[src/rtl/msrv32_pkg.sv]
`default_nettype none
// +--------------------------------------------------------------------+
// | msrv32_pkg: shared types and constants for the data-memory bus     |
// | controller.                                       Revision: 1.0    |
// +--------------------------------------------------------------------+
package msrv32_pkg;

  typedef enum logic [1:0] {
    ST_IDLE = 2'd0,
    ST_ADDR = 2'd1,
    ST_DATA = 2'd2
  } dmem_state_e;

  localparam logic [1:0] HTRANS_IDLE   = 2'b00;
  localparam logic [1:0] HTRANS_NONSEQ = 2'b10;

  localparam logic [2:0] FUNCT3_LB  = 3'b000;
  localparam logic [2:0] FUNCT3_LH  = 3'b001;
  localparam logic [2:0] FUNCT3_LW  = 3'b010;
  localparam logic [2:0] FUNCT3_LBU = 3'b100;
  localparam logic [2:0] FUNCT3_LHU = 3'b101;

endpackage
`default_nettype wire

[src/rtl/msrv32_wr_lane_gen.sv]
`default_nettype none
// +--------------------------------------------------------------------+
// | msrv32_wr_lane_gen: size/offset decode into byte mask, replicated  |
// | write data and misalignment flag.                 Revision: 1.0    |
// +--------------------------------------------------------------------+
module msrv32_wr_lane_gen
  import msrv32_pkg::*;
(
  input  logic [2:0]  funct3,
  input  logic [1:0]  offset,
  input  logic [31:0] rs2,
  output logic [3:0]  mask,
  output logic [31:0] lane_data,
  output logic        misaligned
);

  always_comb begin
    mask       = 4'b1111;
    lane_data  = rs2;
    misaligned = |offset;
    case (funct3)
      FUNCT3_LB, FUNCT3_LBU: begin
        mask       = 4'b0001 << offset;
        lane_data  = {4{rs2[7:0]}};
        misaligned = 1'b0;
      end
      FUNCT3_LH, FUNCT3_LHU: begin
        mask       = offset[1] ? 4'b1100 : 4'b0011;
        lane_data  = {2{rs2[15:0]}};
        misaligned = offset[0];
      end
      default: begin
        // word and any unlisted encoding behave as a full-word access
        mask       = 4'b1111;
        lane_data  = rs2;
        misaligned = |offset;
      end
    endcase
  end

endmodule
`default_nettype wire

[src/rtl/msrv32_dmem_bus_ctrl.sv]
`default_nettype none
// +--------------------------------------------------------------------+
// | msrv32_dmem_bus_ctrl: single-outstanding AHB-style data-memory     |
// | master. Define MSRV32_DMEM_TIMEOUT_EN for per-phase wait abort.    |
// |                                                   Revision: 1.0    |
// +--------------------------------------------------------------------+
module msrv32_dmem_bus_ctrl
  import msrv32_pkg::*;
#(
  parameter int unsigned TIMEOUT_CYCLES = 16
) (
  input  logic        ms_riscv32_mp_clk_in,
  input  logic        ms_riscv32_mp_rst_in,
  input  logic        mem_rd_req_in,
  input  logic        mem_wr_req_in,
  input  logic [2:0]  funct3_in,
  input  logic [31:0] iadder_in,
  input  logic [31:0] rs2_in,
  input  logic        ahb_ready_in,
  input  logic        ahb_resp_in,
  input  logic [31:0] ms_riscv32_mp_dmdata_in,
  output logic [31:0] ms_riscv32_mp_dmaddr_out,
  output logic [31:0] ms_riscv32_mp_dmdata_out,
  output logic [3:0]  ms_riscv32_mp_dmwr_mask_out,
  output logic        ms_riscv32_mp_dmwr_req_out,
  output logic [1:0]  ahb_htrans_out,
  output logic        stall_out,
  output logic [31:0] load_data_out,
  output logic [1:0]  load_offset_out,
  output logic        load_valid_out,
  output logic        misaligned_out,
  output logic        bus_err_out
);

  wire clk = ms_riscv32_mp_clk_in;
  wire rst = ms_riscv32_mp_rst_in;

  dmem_state_e r_state;
  dmem_state_e w_state_next;

  logic [3:0]  w_mask;
  logic [31:0] w_lane_data;
  logic        w_misaligned;
  logic        w_req;
  logic        w_accept;
  logic        w_timeout;

  logic [31:0] r_addr;
  logic [31:0] r_wdata;
  logic [3:0]  r_mask;
  logic        r_wr;
  logic [1:0]  r_offset;
  logic [31:0] r_load_data;
  logic [1:0]  r_load_offset;
  logic        r_load_valid;
  logic        r_misaligned;
  logic        r_bus_err;

  msrv32_wr_lane_gen u_lane_gen (
    .funct3     (funct3_in),
    .offset     (iadder_in[1:0]),
    .rs2        (rs2_in),
    .mask       (w_mask),
    .lane_data  (w_lane_data),
    .misaligned (w_misaligned)
  );

  assign w_req    = mem_rd_req_in | mem_wr_req_in;
  assign w_accept = (r_state == ST_IDLE) && w_req && !w_misaligned;

`ifdef MSRV32_DMEM_TIMEOUT_EN
  localparam int unsigned CNT_W = $clog2(TIMEOUT_CYCLES + 1);
  logic [CNT_W-1:0] r_wait_cnt;

  // counts consecutive not-ready cycles within the current phase only
  always_ff @(posedge clk or posedge rst) begin
    if (rst) begin
      r_wait_cnt <= '0;
    end else if ((r_state == ST_IDLE) || (w_state_next != r_state)) begin
      r_wait_cnt <= '0;
    end else begin
      r_wait_cnt <= r_wait_cnt + 1'b1;
    end
  end

  assign w_timeout = (r_state != ST_IDLE) && !ahb_ready_in &&
                     (r_wait_cnt == CNT_W'(TIMEOUT_CYCLES - 1));
`else
  assign w_timeout = 1'b0;
`endif

  // state register
  always_ff @(posedge clk or posedge rst) begin
    if (rst) begin
      r_state <= ST_IDLE;
    end else begin
      r_state <= w_state_next;
    end
  end

  // next-state logic
  always_comb begin
    w_state_next = r_state;
    case (r_state)
      ST_IDLE: if (w_accept) w_state_next = ST_ADDR;
      ST_ADDR: begin
        if (ahb_ready_in)   w_state_next = ST_DATA;
        else if (w_timeout) w_state_next = ST_IDLE;
      end
      ST_DATA: if (ahb_ready_in || w_timeout) w_state_next = ST_IDLE;
      default: w_state_next = ST_IDLE;
    endcase
  end

  // output logic
  always_comb begin
    ahb_htrans_out              = HTRANS_IDLE;
    stall_out                   = 1'b0;
    ms_riscv32_mp_dmaddr_out    = '0;
    ms_riscv32_mp_dmdata_out    = '0;
    ms_riscv32_mp_dmwr_mask_out = '0;
    ms_riscv32_mp_dmwr_req_out  = 1'b0;
    case (r_state)
      ST_IDLE: stall_out = w_accept;
      ST_ADDR: begin
        ahb_htrans_out = HTRANS_NONSEQ;
        stall_out      = 1'b1;
      end
      ST_DATA: stall_out = !ahb_ready_in && !w_timeout;
      default: stall_out = 1'b0;
    endcase
    if (r_state != ST_IDLE) begin
      ms_riscv32_mp_dmaddr_out    = r_addr;
      ms_riscv32_mp_dmdata_out    = r_wdata;
      ms_riscv32_mp_dmwr_mask_out = r_mask;
      ms_riscv32_mp_dmwr_req_out  = r_wr;
    end
  end

  // request capture, load capture and status pulses
  always_ff @(posedge clk or posedge rst) begin
    if (rst) begin
      r_addr        <= '0;
      r_wdata       <= '0;
      r_mask        <= '0;
      r_wr          <= 1'b0;
      r_offset      <= '0;
      r_load_data   <= '0;
      r_load_offset <= '0;
      r_load_valid  <= 1'b0;
      r_misaligned  <= 1'b0;
      r_bus_err     <= 1'b0;
    end else begin
      if (w_accept) begin
        r_addr   <= {iadder_in[31:2], 2'b00};
        r_wdata  <= mem_wr_req_in ? w_lane_data : 32'd0;
        r_mask   <= mem_wr_req_in ? w_mask : 4'd0;
        r_wr     <= mem_wr_req_in;
        r_offset <= iadder_in[1:0];
      end
      r_misaligned <= (r_state == ST_IDLE) && w_req && w_misaligned;
      r_bus_err    <= ((r_state == ST_DATA) && ahb_ready_in && ahb_resp_in) || w_timeout;
      r_load_valid <= (r_state == ST_DATA) && ahb_ready_in && !ahb_resp_in && !r_wr;
      if ((r_state == ST_DATA) && ahb_ready_in && !ahb_resp_in && !r_wr) begin
        r_load_data   <= ms_riscv32_mp_dmdata_in;
        r_load_offset <= r_offset;
      end
    end
  end

  assign load_data_out   = r_load_data;
  assign load_offset_out = r_load_offset;
  assign load_valid_out  = r_load_valid;
  assign misaligned_out  = r_misaligned;
  assign bus_err_out     = r_bus_err;

endmodule
`default_nettype wire

[config.mk]
export PLATFORM = sky130hd
export DESIGN_NAME = msrv32_dmem_bus_ctrl
export DESIGN_NICKNAME = d
export VERILOG_FILES = /design/src/rtl/msrv32_pkg.sv /design/src/rtl/msrv32_wr_lane_gen.sv /design/src/rtl/msrv32_dmem_bus_ctrl.sv
export SDC_FILE = /design/constraint.sdc
export NUM_CORES = 1
export LEC_CHECK = 0
export ABC_AREA = 1
export BUFFER_PORTS_ARGS = -buffer_cell sky130_fd_sc_hd__buf_4
export CORE_MARGIN = 2
export CORE_UTILIZATION = 48
export CTS_CLUSTER_SIZE = 8
export DETAILED_ROUTE_END_ITERATION = 6
export MAX_ROUTING_LAYER = met4
export PLACE_DENSITY = 0.75
export SYNTH_ARGS = -nofsm -noshare
export SYNTH_HDL_FRONTEND = slang
export SYNTH_SLANG_ARGS = --single-unit
[constraint.sdc]
create_clock -name ms_riscv32_mp_clk_in -period 7.1 [get_ports ms_riscv32_mp_clk_in]
set_input_delay 0.71 -clock ms_riscv32_mp_clk_in [delete_from_list [all_inputs] [get_ports ms_riscv32_mp_clk_in]]
set_output_delay 0.71 -clock ms_riscv32_mp_clk_in [all_outputs]
set_load 0.02 [all_outputs]
Word level (Yosys, flattened, before mapping)
Cells that the tools add are included.
{"block": "word_totals", "reg_bits": 108, "inputBits": 105, "word_cells": 55}
{"block": "op_classes", "reduce_logical": 18, "n_shift": 1, "bitwise_logic": 1, "n_mux": 16, "eq_ne": 8}
{"op": "32-bit 2-to-1 mux", "n": 3}
{"op": "32-bit case mux with 2 select lines", "n": 1}
{"op": "4-bit 2-to-1 mux", "n": 3}
{"op": "2-bit 2-to-1 mux", "n": 4}
{"op": "4-bit case mux with 2 select lines", "n": 1}
{"op": "1-bit logical AND", "n": 7}
{"op": "3-bit == test (second input constant)", "n": 2}
{"op": "2-bit != test (second input constant)", "n": 3}
{"op": "2-bit case mux with 3 select lines", "n": 1}
{"op": "2-bit OR reduction", "n": 3}
{"op": "1-bit logical NOT", "n": 4}
{"op": "1-bit by 2-bit << shifter with 4-bit output (first input constant)", "n": 1}
{"op": "3-bit by 1-bit == test with 1-bit output (second input constant)", "n": 1}
{"op": "3-bit logical NOT", "n": 1}
{"op": "1-bit case mux with 3 select lines", "n": 1}
{"op": "3-bit AND reduction", "n": 1}
{"op": "2-bit by 1-bit == test with 1-bit output (second input constant)", "n": 1}
{"op": "2-bit == test (second input constant)", "n": 1}
{"op": "2-bit logical NOT", "n": 1}
{"op": "1-bit case mux with 2 select lines", "n": 1}
{"op": "2-bit nonzero test", "n": 1}
{"op": "1-bit 2-to-1 mux", "n": 1}
{"op": "1-bit bitwise OR", "n": 1}

Depth between registers and ports, before layout
{"block": "logic_depth", "word_depth": 7, "ltp_mapped": 8, "ltp_nobuf": 7}

Hierarchy
Synthesis repeated with hierarchy kept, for this count alone.
{"block": "hier_totals", "hier_cells": 803, "area_unflattened_um2": 5886.9}
{"mod": "msrv32_dmem_bus_ctrl", "n_inst": 1, "area_per_inst_um2": 5303.8, "cells_per_inst": 703, "seq_area_each_um2": 2702.6}
{"mod": "msrv32_wr_lane_gen", "n_inst": 1, "area_per_inst_um2": 583.1, "cells_per_inst": 100, "seq_area_each_um2": 0.0}

Worst setup path after synthesis
Ideal clock, no wire load.
{"block": "synth_timing", "path_kind": "input-to-output", "startpoint": "input port mem_rd_req_in", "endpoint": "output port stall_out", "setup_slack_ns": 4.959, "arrival_time_ns": 1.431, "stages": 5, "n_path_buf": 1, "path_cell_list": "nor2_2 > nor2_8 > nand2_8 > buf_4 > nand3_1"}
{"block": "synth_between", "elab_chain_cells": 4}
{"item": "from (decl)", "line_no": "msrv32_dmem_bus_ctrl.sv:14", "source": "input logic mem_rd_req_in,"}
{"item": "1-bit bitwise OR", "line_no": "msrv32_dmem_bus_ctrl.sv:68", "source": "assign w_req = mem_rd_req_in | mem_wr_req_in;"}
{"item": "1-bit logical AND (2 in series)", "line_no": "msrv32_dmem_bus_ctrl.sv:69", "source": "assign w_accept = (r_state == ST_IDLE) && w_req && !w_misaligned;"}
{"item": "1-bit case mux with 3 select lines", "line_no": "msrv32_dmem_bus_ctrl.sv:123", "source": "case (r_state)"}
{"item": "to (decl)", "line_no": "msrv32_dmem_bus_ctrl.sv:27", "source": "output logic stall_out,"}
No other way between the ends.

Worst setup path in the final report
{"block": "layout_timing", "startpoint": "register r_state[0]", "endpoint": "output port ms_riscv32_mp_dmdata_out[20]"}
{"block": "layout_between", "elab_chain_cells": 2}
{"item": "from (decl)", "line_no": "msrv32_dmem_bus_ctrl.sv:38", "source": "dmem_state_e r_state;"}
{"item": "from (signal assigned)", "line_no": "msrv32_dmem_bus_ctrl.sv:97", "source": "r_state <= w_state_next;"}
{"item": "2-bit nonzero test", "line_no": "msrv32_dmem_bus_ctrl.sv:132", "source": "if (r_state != ST_IDLE) begin"}
{"item": "32-bit 2-to-1 mux", "line_no": "msrv32_dmem_bus_ctrl.sv:132"}
{"item": "to (decl)", "line_no": "msrv32_dmem_bus_ctrl.sv:23", "source": "output logic [31:0] ms_riscv32_mp_dmdata_out,"}
No other way between the ends.

==> results.sh <==
export IMPL_drive_gt1_frac=0.408
export IMPL_grt_pass1_vias=4307
export IMPL_via_per_inst=4.71
export IMPL_max_freq_mhz=330
export IMPL_syn_area_mm2=0.00533
export IMPL_drv_cap=0
export IMPL_synth_async_reset_ratio=1.00
export IMPL_nNetsFinal=925
export IMPL_crit_slowest_cell="inv_2"
export IMPL_setup_viol=0
export IMPL_synth_area_top_cells="dfrtp_1 (51%), nand2_1 (12%), o21ai_2 (9.9%)"
export IMPL_ios=214
export IMPL_avgSynthCellArea_um2=8.46
export IMPL_path_class="reg2out"
export IMPL_avgRoutedWirePerCell_um=13.6
export IMPL_grt_pass1_wl_um=20500
export IMPL_cts_inserted_buffers=9
export IMPL_synth_cell_types=28
export IMPL_grt_max_degree=71
export IMPL_syn_inst=630
export IMPL_first_pass_iters=4
export IMPL_grt_overflow_total=0
export IMPL_place_gp_congestion=0.849
export IMPL_antenna_left=0
export IMPL_coreArea_mm2=0.0108
export IMPL_placement_io_buffers=209
export IMPL_cts_resized=0
export IMPL_ys_seq_area_frac=0.507
export IMPL_ys_flop_type="dfrtp_1"
export IMPL_die_height_um=109
export IMPL_outcome="finished, final reports clean"
export IMPL_rows=38
export IMPL_vias=4544
export IMPL_area_growth_pct=32.4
export IMPL_htree_num_levels=3
export IMPL_crit_fanout=67
export IMPL_cts_tree="yes"
export IMPL_drt_total_wl_um=13100
export IMPL_setup_tns_ns=0
export IMPL_rsz0062_at_grt="false"
export IMPL_max_stage_delay_ns=0.85
export IMPL_cts_root_buf="clkbuf_8"
export IMPL_end_kind="primary output"
export IMPL_critical_path_cell_chain="inv_2 -> nand2_2 -> inv_2 -> nor2_1 -> buf_4"
export IMPL_worstPathArrival_ns=2.32
export IMPL_power_leakage_nw=3.84
export IMPL_fin_crit_sh=0.426
export IMPL_worstMarginPinSlew_ns=1.19
export IMPL_post_cts_setup_buffers=0
export IMPL_power_density_mw_per_mm2=427
export IMPL_die_area_mm2=0.0120
export IMPL_critPathLaunchType="flop"
export IMPL_critPathBufInv=3
export IMPL_hold_path_class="in2async"
export IMPL_clock_skew_ns=0.00559
export IMPL_synth_top_cell_area_share=0.507
export IMPL_clkTransAtPathRegs_ns=0.10
export IMPL_dp_cells=949
export IMPL_drc=0
export IMPL_timing_slew_headroom=0.209
export IMPL_hold_violations=0
export IMPL_cts_hold_buf=0
export IMPL_clk_latency_ns=0.38
export IMPL_clk_path_buf_depth=2
export IMPL_synth_seq_cells=108
export IMPL_yosysWarnings=0
export IMPL_ir_drop_v=0.000192
export IMPL_synth_edf_count=0
export IMPL_die_w_um=109
export IMPL_antenna_found_initial=0
export IMPL_grtUsageTotal=0.228
export IMPL_crit_family="buffers and inverters"
export IMPL_first_iter_violations=208
export IMPL_finalNonFillerCells=965
export IMPL_cpMostUsedCell="inv_2"
export IMPL_dp_hpwl_um=9480
export IMPL_required_ns=6.39
export IMPL_yosys_area_top_type="dfrtp_1"
export IMPL_fin_crit_ns=3.03
export IMPL_clock_sinks=108
export IMPL_start_util=0.492
export IMPL_n_antenna_cell=0
export IMPL_drv_slew=0
-- synth_stat cells, types with 5 or more instances --
| cell type | count |
|---|---|
| o21ai_0 | 21 |
| inv_2 | 6 |
| clkbuf_1 | 7 |
| or2_2 | 7 |
| dfrtp_1 | 108 |
| nand2_2 | 30 |
| nand2_1 | 172 |
| buf_2 | 5 |
| o21ai_2 | 60 |
| inv_1 | 92 |
| buf_4 | 12 |
| nand3_1 | 10 |
| buf_6 | 6 |
| nor2_1 | 69 |
-- path summary, 6_finish.rpt --
| kind | from | endpoint | slack (ns) | cells past startpoint |
|---|---|---|---|---|
| setup / recovery | r_state[0] | ms_riscv32_mp_dmdata_out[20] | 4.07 | 5 |
| hold / removal | ms_riscv32_mp_rst_in | load_data_out[3] | 0.34 | 2 |
| setup reg to reg | r_state[0] | load_data_out[16] | 5.14 | 5 |
| hold reg to reg | r_offset[0] | load_offset_out[0] | 0.48 | 2 |
| max in group asynchronous | ms_riscv32_mp_rst_in | r_addr[11] | 5.51 | 3 |
| min in group ms_riscv32_mp_clk_in | r_offset[0] | load_offset_out[0] | 0.48 | 2 |
-- power by group --
group | internal [W] | switching (W) | total, W
Combinational | 0.000609 | 0.000970 | 0.00158
Sequential | 0.000893 | 0.000128 | 0.00102
Clock | 0.000208 | 0.000207 | 0.000415
Total | 0.00171 | 0.00131 | 0.00302
-- through the flow --
stage	instance area (µm²)	setup WS [ns]	utilization	power [W]	hold WS, ns
after floorplan	5340	3.54	-	0.00208	0.442
after global placement	6840	4.52	0.631	0.00259	0.459
after detailed placement	6840	4.51	0.631	0.00263	0.455
after CTS	7060	4.11	0.651	0.00304	0.352
after global routing	7060	3.91	0.651	0.00323	0.364
final	7060	4.07	0.651	0.00302	0.345
-- sequential cells by signal, indices dropped and copies added (netlist names) --
signal / flops
bus_err_out: 1
load_data_out: 32
load_offset_out: 2
load_valid_out: 1
misaligned_out: 1
r_addr: 30
r_mask: 4
r_offset: 2
r_state: 2
r_wdata: 32
r_wr: 1
-- metal layers --
metal / wire (µm) / GRT usage / up-vias
li1: - / - / 2258
met1: 5530 / 0.288 / 2102
met2: 6490 / 0.374 / 170
met3: 900 / 0.0468 / 14
met4: 195 / 0.0633 / 0
met5: 0 / - / -
-- logic make-up (layout without fill, tap and decap cells) --
logic type,after synthesis,count (layout),share of synthesized area
compound gates,89,89,0.126
buf+inv,132,325,0.118
other cells,1,3,0.000703
simple gates,300,300,0.248
flops,108,108,0.507
-- final cells by class --
class                   count  area (µm²)
clock buffers              12         145
inverters                  99         379
fillers                   963        3780
flip-flops and latches    108        2700
well taps                 140         175
clock inverters             4        72.6
repair buffers            210        1580
multi-input cells         392        2010
-- worst reg2reg max path, stage by stage (launching register included) --
cell	delay, ns
dfrtp_1	0.43
nor2_2	0.19
nand4_4	0.42
inv_2	0.65
nand2_1	0.13
nand2_1	0.10
-- layout by cell type, fill, tap and decap left out, drive strengths merged --
master    instances
a21oi             4
buf             210
bufinv            2
clkbuf           12
clkinv            1
clkinvlp          1
conb              3
dfrtp           108
inv              99
nand2           205
nand3            11
nand4             1
nor2             72
nor3              1
nor4              1
o21ai            85
or2               9
No activity file was read; power rests on OpenSTA's default activity.
